<file path="src/rtl/cyc_delay_pkg.sv">
// rtl/cyc_delay_pkg.sv - shared types, limits and helpers for the cycle-delay responder
package cyc_delay_pkg;

  typedef enum logic [1:0] {
    IDLE  = 2'd0,
    FILL  = 2'd1,
    RUN   = 2'd2,
    DRAIN = 2'd3
  } cdr_state_e;

  localparam int MAX_LATENCY = 8;
  localparam int MAX_CHECK_W = 64;

  // Callers zero-extend narrower buses; leading zeros do not change the result.
  function automatic logic is_onehot0(input logic [MAX_CHECK_W-1:0] x);
    return (x & (x - 64'd1)) == '0;
  endfunction

endpackage

</file>
<file path="src/rtl/delay_pipe.sv">
// rtl/delay_pipe.sv - DEPTH-stage shift register of {data, valid}, no stall
module delay_pipe #(
  parameter int WIDTH = 8,
  parameter int DEPTH = 1
) (
  input  logic             clk,
  input  logic             rst_n,
  input  logic [WIDTH-1:0] data,
  input  logic             v,
  output logic [WIDTH-1:0] last_data,
  output logic             last_v,
  output logic             any_v
);

  logic [WIDTH-1:0] sd [DEPTH];
  logic [DEPTH-1:0] sv;

  always_ff @(posedge clk or negedge rst_n) begin
    if (!rst_n) begin
      for (int k = 0; k < DEPTH; k++) sd[k] <= '0;
      sv <= '0;
    end else begin
      sd[0] <= data;
      sv[0] <= v;
      for (int k = 1; k < DEPTH; k++) begin
        sd[k] <= sd[k-1];
        sv[k] <= sv[k-1];
      end
    end
  end

  assign last_data = sd[DEPTH-1];
  assign last_v    = sv[DEPTH-1];
  assign any_v     = |sv;

endmodule

</file>
<file path="src/rtl/cyc_delay_responder.sv">
// rtl/cyc_delay_responder.sv - returns the driven bus after LATENCY edges with change count and one-hot check
module cyc_delay_responder
  import cyc_delay_pkg::*;
#(
  parameter int WIDTH   = 8,
  parameter int LATENCY = 2,
  parameter int INVERT  = 1,
  parameter int CNT_W   = 16
) (
  input  logic             clk,
  input  logic             rst_n,
  input  logic             en_i,
  input  logic [WIDTH-1:0] d_i,
  input  logic             clr_err_i,
  output logic [WIDTH-1:0] q_o,
  output logic             valid_o,
  output logic             onehot_err_o,
  output logic [CNT_W-1:0] chg_cnt_o,
  output logic [1:0]       state_o
);

  if (LATENCY < 1 || LATENCY > MAX_LATENCY) begin : g_bad_latency
    $error("cyc_delay_responder: LATENCY must be in 1..%0d", MAX_LATENCY);
  end
  if (WIDTH > MAX_CHECK_W) begin : g_bad_width
    $error("cyc_delay_responder: WIDTH must not exceed %0d", MAX_CHECK_W);
  end

  logic [WIDTH-1:0] in_data;
  logic [WIDTH-1:0] last_data;
  logic             last_v;
  logic             pipe_any;
  cdr_state_e       state, state_nxt;

  assign in_data = (INVERT != 0) ? ~d_i : d_i;

  // The q_o/valid_o register is the final stage, so only LATENCY-1 stages live in the pipe.
  if (LATENCY == 1) begin : g_direct
    assign last_data = in_data;
    assign last_v    = en_i;
    assign pipe_any  = 1'b0;
  end else begin : g_pipe
    delay_pipe #(
      .WIDTH(WIDTH),
      .DEPTH(LATENCY - 1)
    ) u_pipe (
      .clk      (clk),
      .rst_n    (rst_n),
      .data     (in_data),
      .v        (en_i),
      .last_data(last_data),
      .last_v   (last_v),
      .any_v    (pipe_any)
    );
  end

  always_ff @(posedge clk or negedge rst_n) begin
    if (!rst_n) begin
      q_o          <= '0;
      valid_o      <= 1'b0;
      chg_cnt_o    <= '0;
      onehot_err_o <= 1'b0;
      state        <= IDLE;
    end else begin
      valid_o <= last_v;
      state   <= state_nxt;
      if (last_v) begin
        q_o <= last_data;
        if (last_data != q_o && chg_cnt_o != '1) chg_cnt_o <= chg_cnt_o + CNT_W'(1);
      end
      // Set has priority over clear.
      if (en_i && !is_onehot0(MAX_CHECK_W'(d_i))) onehot_err_o <= 1'b1;
      else if (clr_err_i)                          onehot_err_o <= 1'b0;
    end
  end

  always_comb begin
    state_nxt = state;
    case (state)
      IDLE:  if (en_i) state_nxt = (LATENCY == 1) ? RUN : FILL;
      FILL:  if (last_v) state_nxt = RUN;
      RUN:   if (!en_i) state_nxt = (LATENCY == 1) ? IDLE : DRAIN;
      DRAIN: begin
        if (en_i)                      state_nxt = RUN;
        else if (!pipe_any && !valid_o) state_nxt = IDLE;
      end
      default: state_nxt = IDLE;
    endcase
  end

  assign state_o = state;

endmodule

</file>
<file path="config.mk">
export PLATFORM = sky130hd
export DESIGN_NAME = cyc_delay_responder
export DESIGN_NICKNAME = d
export VERILOG_FILES = /design/src/rtl/cyc_delay_pkg.sv /design/src/rtl/delay_pipe.sv /design/src/rtl/cyc_delay_responder.sv
export SDC_FILE = /design/constraint.sdc
export NUM_CORES = 1
export LEC_CHECK = 0
export ABC_AREA = 1
export CAP_MARGIN = 20
export CORE_MARGIN = 5
export CORE_UTILIZATION = 47
export DETAILED_ROUTE_END_ITERATION = 8
export GPL_TIMING_DRIVEN = 0
export PLACE_DENSITY = 0.82
export SLEW_MARGIN = 40
export SYNTH_ARGS = -nofsm -noshare
export SYNTH_HDL_FRONTEND = slang
export SYNTH_SLANG_ARGS = --single-unit
</file>
<file path="constraint.sdc">
create_clock -name clk -period 1.6 [get_ports clk]
set_clock_uncertainty 0.05 [all_clocks]
set_input_delay 0.4 -clock clk [delete_from_list [all_inputs] [get_ports clk]]
set_output_delay 0.4 -clock clk [all_outputs]
set_load 0.02 [all_outputs]
</file>
==> flow_summary.json <==
{
  "core_area_mm2": 0.00432,
  "cp.arrival_ns": 1.09,
  "r2r-start": "chg_cnt_o[0]",
  "n_antenna_cell": 0,
  "crit_type": "flop to output pin",
  "chipHeight_um": 76.7,
  "gp_congestion": 0.885,
  "clkLatencyLatePin_ns": 0.29,
  "cp_max_fo": 6,
  "first_pass_iters": 4,
  "max_stage_delay_ns": 0.46,
  "fin_crit_sh": 0.964,
  "yosysWarnings": 0,
  "grt_max_degree": 25,
  "status": "finished, final reports clean",
  "rr_worst_depth": 8,
  "power.leakage_uw": 0.00151,
  "crit_required_ns": 1.15,
  "drt-vias-per-instance": 5.01,
  "drive_gt1_frac": 0.116,
  "nets": 365,
  "drc": 0,
  "cts_tree": "built",
  "routed_wl_mm": 5.12,
  "max_clock_freq_mhz": 648,
  "setup_slack_ns": 0.0575,
  "power.density_mw_per_mm2": 1010,
  "endpoint_kind": "output pin",
  "crit_buf_inv": 1,
  "start_kind": "flop",
  "vias": 2030,
  "cp_top_family": "flip-flops",
  "setup_viol": 0,
  "clockBufferDepth": 2,
  "yosysSeqAreaShare": 0.443,
  "hp-start": "g_pipe.u_pipe.any_v",
  "area_growth_pct": 34.0,
  "fp.dieW_um": 76.7,
  "dp_hpwl_mm": 3.56,
  "first_iter_violations": 190,
  "ys_types": 28,
  "rrSetupSlack_ns": 0.08,
  "placementRows": 24,
  "io_buffer_count": 39,
  "slew_headroom": 0.701,
  "die_area_mm2": 0.00588,
  "synth_cells": 292,
  "layout_common_cells": "111 x nand2_1, 45 x inv_1, 33 x dfrtp_1",
  "dp_slack_ns": -0.155,
  "total_power_uw": 2840,
  "min_to": "valid_o",
  "tightest_slew_ns": 0.449,
  "drv_cap": 0,
  "ant_nets": 0,
  "final_max_slew_viol_count": 0,
  "worstPathCellList": "clkdlybuf4s15_1",
  "grt_pass1_wl_mm": 8.83,
  "syn_area_per_cell_um2": 7.16,
  "hold_class": "flop to flop",
  "ir_drop_mv": 0.830,
  "first_global_vias": 1999,
  "syn_area_mm2": 0.00209,
  "clkSlewWorstSetupHoldPaths_ns": 0.07,
  "finalCriticalPeriod_ns": 1.54,
  "wire_per_inst_um": 12.7,
  "worst_r2r_endpoint": "chg_cnt_o[7]",
  "track_usage": 0.180,
  "synth_nets": 305,
  "grt-ovfl-total": 0,
  "synth_seq_cells": 37,
  "cts_max_level": 2,
  "clock-root-buffer": "clkbuf_8",
  "boundaryPins": 40,
  "hold_viol": 0,
  "cts_sinks": 37,
  "holdPathStages": 0,
  "cp_slowest_cell": "dfrtp_1",
  "initial_core_util": 0.483,
  "mostFrequentLayoutCell": "nand2_1",
  "numCtsBuffers": 5,
  "grt_antenna_before_repair": 0
}
-- kinds of logic (layout without fill, tap and decap cells) --
group,count (synthesis),in the layout,share of synthesized area
XOR/XNOR,9,9,0.0377
buffers and inverters,52,113,0.0970
adder cells (fa/ha/maj),1,1,0.00599
AO/OA/AOI/OAI,14,14,0.0377
flip-flops,37,37,0.443
AND/OR/NAND/NOR,179,179,0.378
-- power by group --
part           internal, uW  switching (uW)
Clock                   507             337
Combinational           340             447
Sequential             1060             154
Total                  1900             938
-- metal layers --
metal	routed length, um	GRT usage	up-vias
met5	0	0	-
met4	138	0.0629	0
met3	284	0.0445	18
met2	2590	0.307	63
met1	2110	0.220	928
li1	-	-	1021
-- what timing repair did --
item                                    in CTS  in global routing
pin swaps                                    2                  3
endpoints found under the setup margin      44                 25
gates resized for setup                     31                 14
buffers inserted                             3                  8
hold buffers                                 1                  0
hold endpoints to repair                    13                  0
cloned                                       0                  1
-- sequential cells by signal (all words and copies together) (netlist names) --
register                 cells
g_pipe.u_pipe.last_data      8
state_o                      2
q_o                          8
valid_o                      1
g_pipe.u_pipe.any_v          1
chg_cnt_o                   16
onehot_err_o                 1
-- stage by stage --
step	util	area, um2	cells	hold WS, ns	setup TNS, ns
floorplan	-	2090	292	0.0544	0
global placement	0.589	2550	383	0.307	-31.28
detailed placement	0.594	2570	384	0.293	-2.46
CTS	0.624	2700	396	0.338	0
global route	0.647	2800	405	0.352	-0.0218
finish	0.647	2800	405	0.334	0
-- final cells by class --
cell class | count | area [um2]
sequential | 37 | 931
inverter | 47 | 176
fill | 370 | 1530
clock inverter | 2 | 37.5
clock buffer | 6 | 82.6
tap | 52 | 65.1
buffer | 5 | 27.5
multi-input combinational | 203 | 996
timing repair buffer | 53 | 483
-- cells in the mapped netlist --
| library cell | number | area share |
|---|---|---|
| nor3_1 | 1 | 0.0024 |
| o22ai_1 | 1 | 0.0030 |
| nand4_4 | 1 | 0.010 |
| clkinv_1 | 1 | 0.0018 |
| nand3_1 | 16 | 0.038 |
| nor2_2 | 1 | 0.0030 |
| nand3b_1 | 2 | 0.0072 |
| nor2_1 | 27 | 0.049 |
| o21ai_0 | 9 | 0.022 |
| o31ai_1 | 1 | 0.0036 |
| inv_2 | 1 | 0.0018 |
| nand2_1 | 112 | 0.20 |
| ha_1 | 1 | 0.0060 |
| o211ai_1 | 1 | 0.0036 |
| nand2b_1 | 1 | 0.0030 |
| a21oi_1 | 1 | 0.0024 |
| inv_1 | 45 | 0.081 |
| nor3_4 | 1 | 0.0078 |
| nand2_2 | 1 | 0.0030 |
| buf_6 | 1 | 0.0054 |
| nand4_1 | 13 | 0.039 |
| nand3_2 | 2 | 0.0096 |
| clkbuf_1 | 4 | 0.0072 |
| nor2_4 | 1 | 0.0054 |
| dfrtp_1 | 37 | 0.44 |
| o21bai_1 | 1 | 0.0036 |
| xnor2_1 | 3 | 0.013 |
| xor2_1 | 6 | 0.025 |
-- how the worst max path moves through the flow --
stage / from / to / depth (start not counted)
2_1_floorplan: chg_cnt_o[0] / chg_cnt_o[15] / 8
3_3_place_gp: rst_n / chg_cnt_o[1] / 1
3_5_place_dp: en_i / state_o[1] / 8
4_1_cts: chg_cnt_o[2] / chg_cnt_o[2] / 1
5_1_grt: q_o[4] / chg_cnt_o[7] / 11
6_report: chg_cnt_o[7] / chg_cnt_o[7] / 1
No activity file was read; power rests on OpenSTA's default activity.
==> RTL change 1, RTL diff (same flow settings) <==
`WIDTH` is set to 8 in 2 places; all go to 12.
--- a/src/rtl/delay_pipe.sv
+++ b/src/rtl/delay_pipe.sv
@@ -2,3 +2,3 @@
 module delay_pipe #(
-  parameter int WIDTH = 8,
+  parameter int WIDTH = 12,
   parameter int DEPTH = 1
--- a/src/rtl/cyc_delay_responder.sv
+++ b/src/rtl/cyc_delay_responder.sv
@@ -4,3 +4,3 @@
 #(
-  parameter int WIDTH   = 8,
+  parameter int WIDTH   = 12,
   parameter int LATENCY = 2,
Interface: changed (resized d_i and q_o); port bits go from 40 to 48. The function was not compared with the original's and may differ.
==> RTL change 1 against the unedited design <==
Register-to-register slack got worse by 0.05 ns. Design area is 12% higher. Synthesized area up 9.3%. Power increased by 11%. Sequential share of layout area is 2.9 points higher. Sequential cell count is 8 higher. Highest routed layer unchanged. Critical path type is now reg2reg. Wire length is 3.4% higher. Largest power group unchanged. Setup slack got worse by 0.031 ns.
==> RTL change 1: results (changes against the unedited design) <==
Worst EP arrival 1.71 ns (+0.62 ns); routability congestion estimate 0.880 (-0.59%); First-pass DRT Iterations 4 (unchanged); clk root buf clkbuf_8; routed wire length per instance 12.6 um (-0.26%); placed cell area 2890 um^2 (+12%); largest net degree at the start of global routing 35 (+40%); share of layout cells above drive strength 1 0.144 (+0.0283); status finished, final reports clean; count of different cell masters after synthesis 23 (-18%); Seq/Total Area, Yosys 0.493 (+0.0498); Synth Area in XOR/XNOR 0.0958 (+0.0581); Post-synth top cells nand2_1, dfrtp_1, nand3_1; VDD IR max 0.692 mV (-17%); Worst Hold Class in2reg; Port Buffers 47 (+21%); 1st-iter DRT viols 139 (-27%); post-synthesis adder-cell area fraction 0.00548 (-0.000512); hold wc startpoint d_i[2]; P_leak 1.63 nW (+7.7%); GR met2 Demand/Resource 0.318 (+0.0107); Switching Share 0.315 (-0.0150); pre-CTS setup slack -0.267 ns (-0.112 ns); mux cell area share after synthesis 0 (unchanged); dpl cells 400 (+4.2%); CP Launch Point chg_cnt_o[1]; wire length of the first global-routing pass 8900 um (+0.78%); met1 Use GR 0.197 (-0.0233); GR met3 Demand/Resource 0.0440 (-0.000478); Global Route Usage Sum 0.175 (-0.00523); Synth Instances 285 (-2.4%); DR vias/cell 4.95 (-1.3%); compound-gate portion of the synthesized area 0.0285 (-0.00925); Synth Net Count 302 (-0.98%); crit path max fanout 5 (-1); Max-Slew Margin vs Limit 0.695 (-0.00571); CTS clock-pin slew for the worst setup and hold paths 0.09 ns (+0.02 ns); largest cells by area after synthesis dfrtp_1, nand2_1, nand3_1, xnor2_1, inv_1
RTL change 1: changes by cell type after synthesis, moves of 3 or more:
cell / delta
inv_1: -18
nand3_1: +14
xnor2_1: +13
nand4_1: -11
dfrtp_1: +8
o21ai_0: -6
nor2_1: -3
xor2_1: +3
RTL change 1: kinds of logic after synthesis:
logic type | Yosys count
compound gates | 8
xor+xnor | 25
fa+ha+maj | 1
buf+inv | 32
flops | 45
simple gates | 174
RTL change 1: routing by layer:
metal,share of wire,up-vias
li1,-,1021
met1,0.41,984
met2,0.51,64
met3,0.065,8
met4,0.011,0
met5,0,-
RTL change 1: worst paths after layout:
kind | end | cells past startpoint | slack [ns]
min in group asynchronous | chg_cnt_o[2] | 2 | 0.43
max in group asynchronous | q_o[0] | 3 | 0.65
hold / removal | g_pipe.u_pipe.last_data[2] | 2 | 0.35
setup / recovery | chg_cnt_o[7] | 8 | 0.03
setup reg to reg | chg_cnt_o[7] | 8 | 0.03
hold reg to reg | onehot_err_o | 2 | 0.44
RTL change 1: power groups by stage:
stage | clock network, W | logic (W) | registers (W)
after floorplan | 0 | 0.000360 | 0.00156
after global placement | 0 | 0.000819 | 0.00144
after detailed placement | 0 | 0.000865 | 0.00145
after CTS | 0.000902 | 0.000795 | 0.00142
after global routing | 0.000952 | 0.000930 | 0.00145
final | 0.000885 | 0.000845 | 0.00142
RTL change 1: worst max-delay path: stages (launching register included):
cell and delay (ns):
dfrtp_2 0.44, ha_4 0.18, nand3_4 0.11, nor3_4 0.06, a31oi_4 0.25, nand2_4 0.12, clkbuf_16 0.17, nand2_1 0.05
nand2_1 0.04
RTL change 1: metrics by stage:
step	util	TNS [ns]
after global placement	0.607	-51.76
after floorplan	-	-0.242
after CTS	0.636	0
final	0.663	0
after detailed placement	0.611	-1.89
after global routing	0.663	-0.303
RTL change 1: layout make-up:
| class | instances | area, um^2 |
|---|---|---|
| inverters | 27 | 101 |
| well taps | 67 | 83.8 |
| multi-input cells | 208 | 1090 |
| fillers | 395 | 1590 |
| repair buffers | 60 | 563 |
| clock buffers | 7 | 86.3 |
| plain buffers | 5 | 41.3 |
| clock inverters | 1 | 30.0 |
| flip-flops and latches | 45 | 1130 |
RTL change 1: repair_timing:
action,CTS,global route
hold buffers,1,0
endpoints found under the hold margin,11,0
gates cloned,0,1
resized for setup,34,31
pin swaps,3,12
setup buffers,4,6
endpoints found under the setup margin,46,16
==> RTL change 2, RTL diff (config.mk and constraints unchanged) <==
Made on the original files. Register the input `d_i` before use. The logic sees it one clock later. The other inputs are not delayed to match.
--- a/src/rtl/cyc_delay_responder.sv
+++ b/src/rtl/cyc_delay_responder.sv
@@ -21,2 +21,8 @@
 
+  logic [WIDTH-1:0] d_q;
+
+  always_ff @(posedge clk) begin
+    d_q <= d_i;
+  end
+
   if (LATENCY < 1 || LATENCY > MAX_LATENCY) begin : g_bad_latency
@@ -34,3 +40,3 @@
 
-  assign in_data = (INVERT != 0) ? ~d_i : d_i;
+  assign in_data = (INVERT != 0) ? ~d_q : d_q;
 
@@ -71,3 +77,3 @@
       // Set has priority over clear.
-      if (en_i && !is_onehot0(MAX_CHECK_W'(d_i))) onehot_err_o <= 1'b1;
+      if (en_i && !is_onehot0(MAX_CHECK_W'(d_q))) onehot_err_o <= 1'b1;
       else if (clr_err_i)                          onehot_err_o <= 1'b0;
Check against the original RTL: not equivalent (a bounded check fails within 4 cycles, from zero or initial values and one cycle with rst_n low).
==> RTL change 2 against the unedited design <==
Power rose by 6.9%. Critical path depth did not move. Synthesized area rose by 7.2%. Wire length fell by 2.0%. Largest cell class is now registers. Setup slack got worse by 0.016 ns. Sequential cell count rose by 8. Die area rose by 6.3%. Design area rose by 4.3%.
==> RTL change 2: results (changes against the unedited design) <==
status finished, final reports clean; Async S/R FF share, synth 0.822 (-0.178); dpl cells 392 (+2.1%); First-pass DRT Iterations 5 (+1); hold slack 0.335 ns (+0.000889 ns); routability congestion estimate 0.891 (+0.63%); 1st-iter DRT viols 89 (-53%); VDD IR max 0.684 mV (-18%); antenna diode count 0 (unchanged); Nets 367 (+0.55%); largest cells by area after synthesis dfrtp_1, nand2_1, inv_1, dfxtp_1, nor2_1; Filler cells 389 (+5.1%); crit path max fanout 5 (-1); routed wire length per instance 12.3 um (-2.9%); via count 2,049 (+0.94%); Max-Slew Margin vs Limit 0.683 (-0.0176); wire length of the first global-routing pass 8310 um (-5.9%); share of layout cells above drive strength 1 0.101 (-0.0147); CTS clock-pin slew for the worst setup and hold paths 0.10 ns (+0.03 ns); Synth Net Count 311 (+2.0%); CP peak stage delay 0.44 ns (-0.02 ns); Seq/Total Area, Yosys 0.485 (+0.0415); Post-synth top cells nand2_1, inv_1, dfrtp_1; count of different cell masters after synthesis 27 (-3.6%); initial antenna violation count 0 (unchanged); Finished Layout Cells 409 (+0.99%); P_leak 1.56 nW (+2.9%); TritonCTS Buffers 5 (unchanged); Global Route Usage Sum 0.168 (-0.0125); hpwl dp 3570 um (+0.49%); clk_lat worst skew 0.31 ns (+0.02 ns); largest net degree at the start of global routing 23 (-8.0%); Avg Cell Area, Syn 7.52 um^2 (+5.1%); vias in the first global route 1,946 (-2.7%)
[RTL change 2: cell types whose count changed in the layout (fill, tap and decap cells not counted), moves of 2 or more]
cell and change:
buf_4 -4, dfxtp_1 +8, clkdlybuf4s15_1 +3, dlygate4sd2_1 -4, o21ai_0 +2
[RTL change 2: final cells by class]
class                      instances  area share
tap                               54      0.0231
sequential                        45       0.374
multi-input combinational        202       0.338
inverter                          46      0.0591
clock inverter                     2     0.00686
timing repair buffer              49       0.158
buffer                             5     0.00943
clock buffer                       6      0.0321
[RTL change 2: routing by layer]
layer  global-route usage  part of all wire
met5                    0                 0
met3               0.0454             0.060
met4               0.0842             0.032
met2                0.289              0.51
met1                0.191              0.40
[RTL change 2: worst reg2reg max path, delay by kind of cell, from the launching register on]
| family | cells | cell delay, ns |
|---|---|---|
| and+or+nand+nor | 4 | 0.44 |
| DFF | 1 | 0.43 |
| buffers and inverters | 2 | 0.30 |
| adders and majority gates | 1 | 0.17 |
[RTL change 2: power breakdown]
part	total, W	internal [W]	leakage, nW	switching [W]
Combinational	0.000769	0.000319	0.971	0.000450
Clock	0.000843	0.000416	0.0584	0.000427
Sequential	0.00142	0.00127	0.528	0.000154
Total	0.00304	0.00200	1.56	0.00103
[RTL change 2: per-stage QoR]
step                      cell area (um^2)  setup WS, ns  power (W)
after detailed placement              2720        -0.140    0.00224
after floorplan                       2240        0.0150    0.00188
final                                 2920        0.0415    0.00304
after global placement                2700        -0.921    0.00220
after CTS                             2840       0.00504    0.00302
after global routing                  2920       -0.0248    0.00324
[RTL change 2: what timing repair did]
| item | CTS | global route |
|---|---|---|
| hold buffers | 1 | 0 |
| buffers inserted | 2 | 6 |
| setup endpoints to repair | 44 | 24 |
| resized for setup | 32 | 12 |
| endpoints found under the hold margin | 15 | 0 |
| pin swaps | 1 | 1 |
[RTL change 2: worst paths after layout]
kind	start	endpoint	depth (start not counted)
max in group asynchronous	rst_n	chg_cnt_o[0]	3
min reg2reg	g_pipe.u_pipe.any_v	valid_o	0
min	g_pipe.u_pipe.any_v	valid_o	0
max	chg_cnt_o[12]	chg_cnt_o[12]	1
min in group asynchronous	rst_n	q_o[0]	2
max reg2reg	chg_cnt_o[0]	chg_cnt_o[6]	7
[RTL change 2: cells by family (layout without fill, tap and decap cells)]
| group | count (synthesis) | count (layout) | synth area share |
|---|---|---|---|
| AND/OR/NAND/NOR | 176 | 176 | 0.346 |
| adder cells (fa/ha/maj) | 1 | 1 | 0.00558 |
| XOR/XNOR | 10 | 10 | 0.0391 |
| buffers and inverters | 51 | 108 | 0.0888 |
| flip-flops | 45 | 45 | 0.485 |
| AO/OA/AOI/OAI | 15 | 15 | 0.0363 |
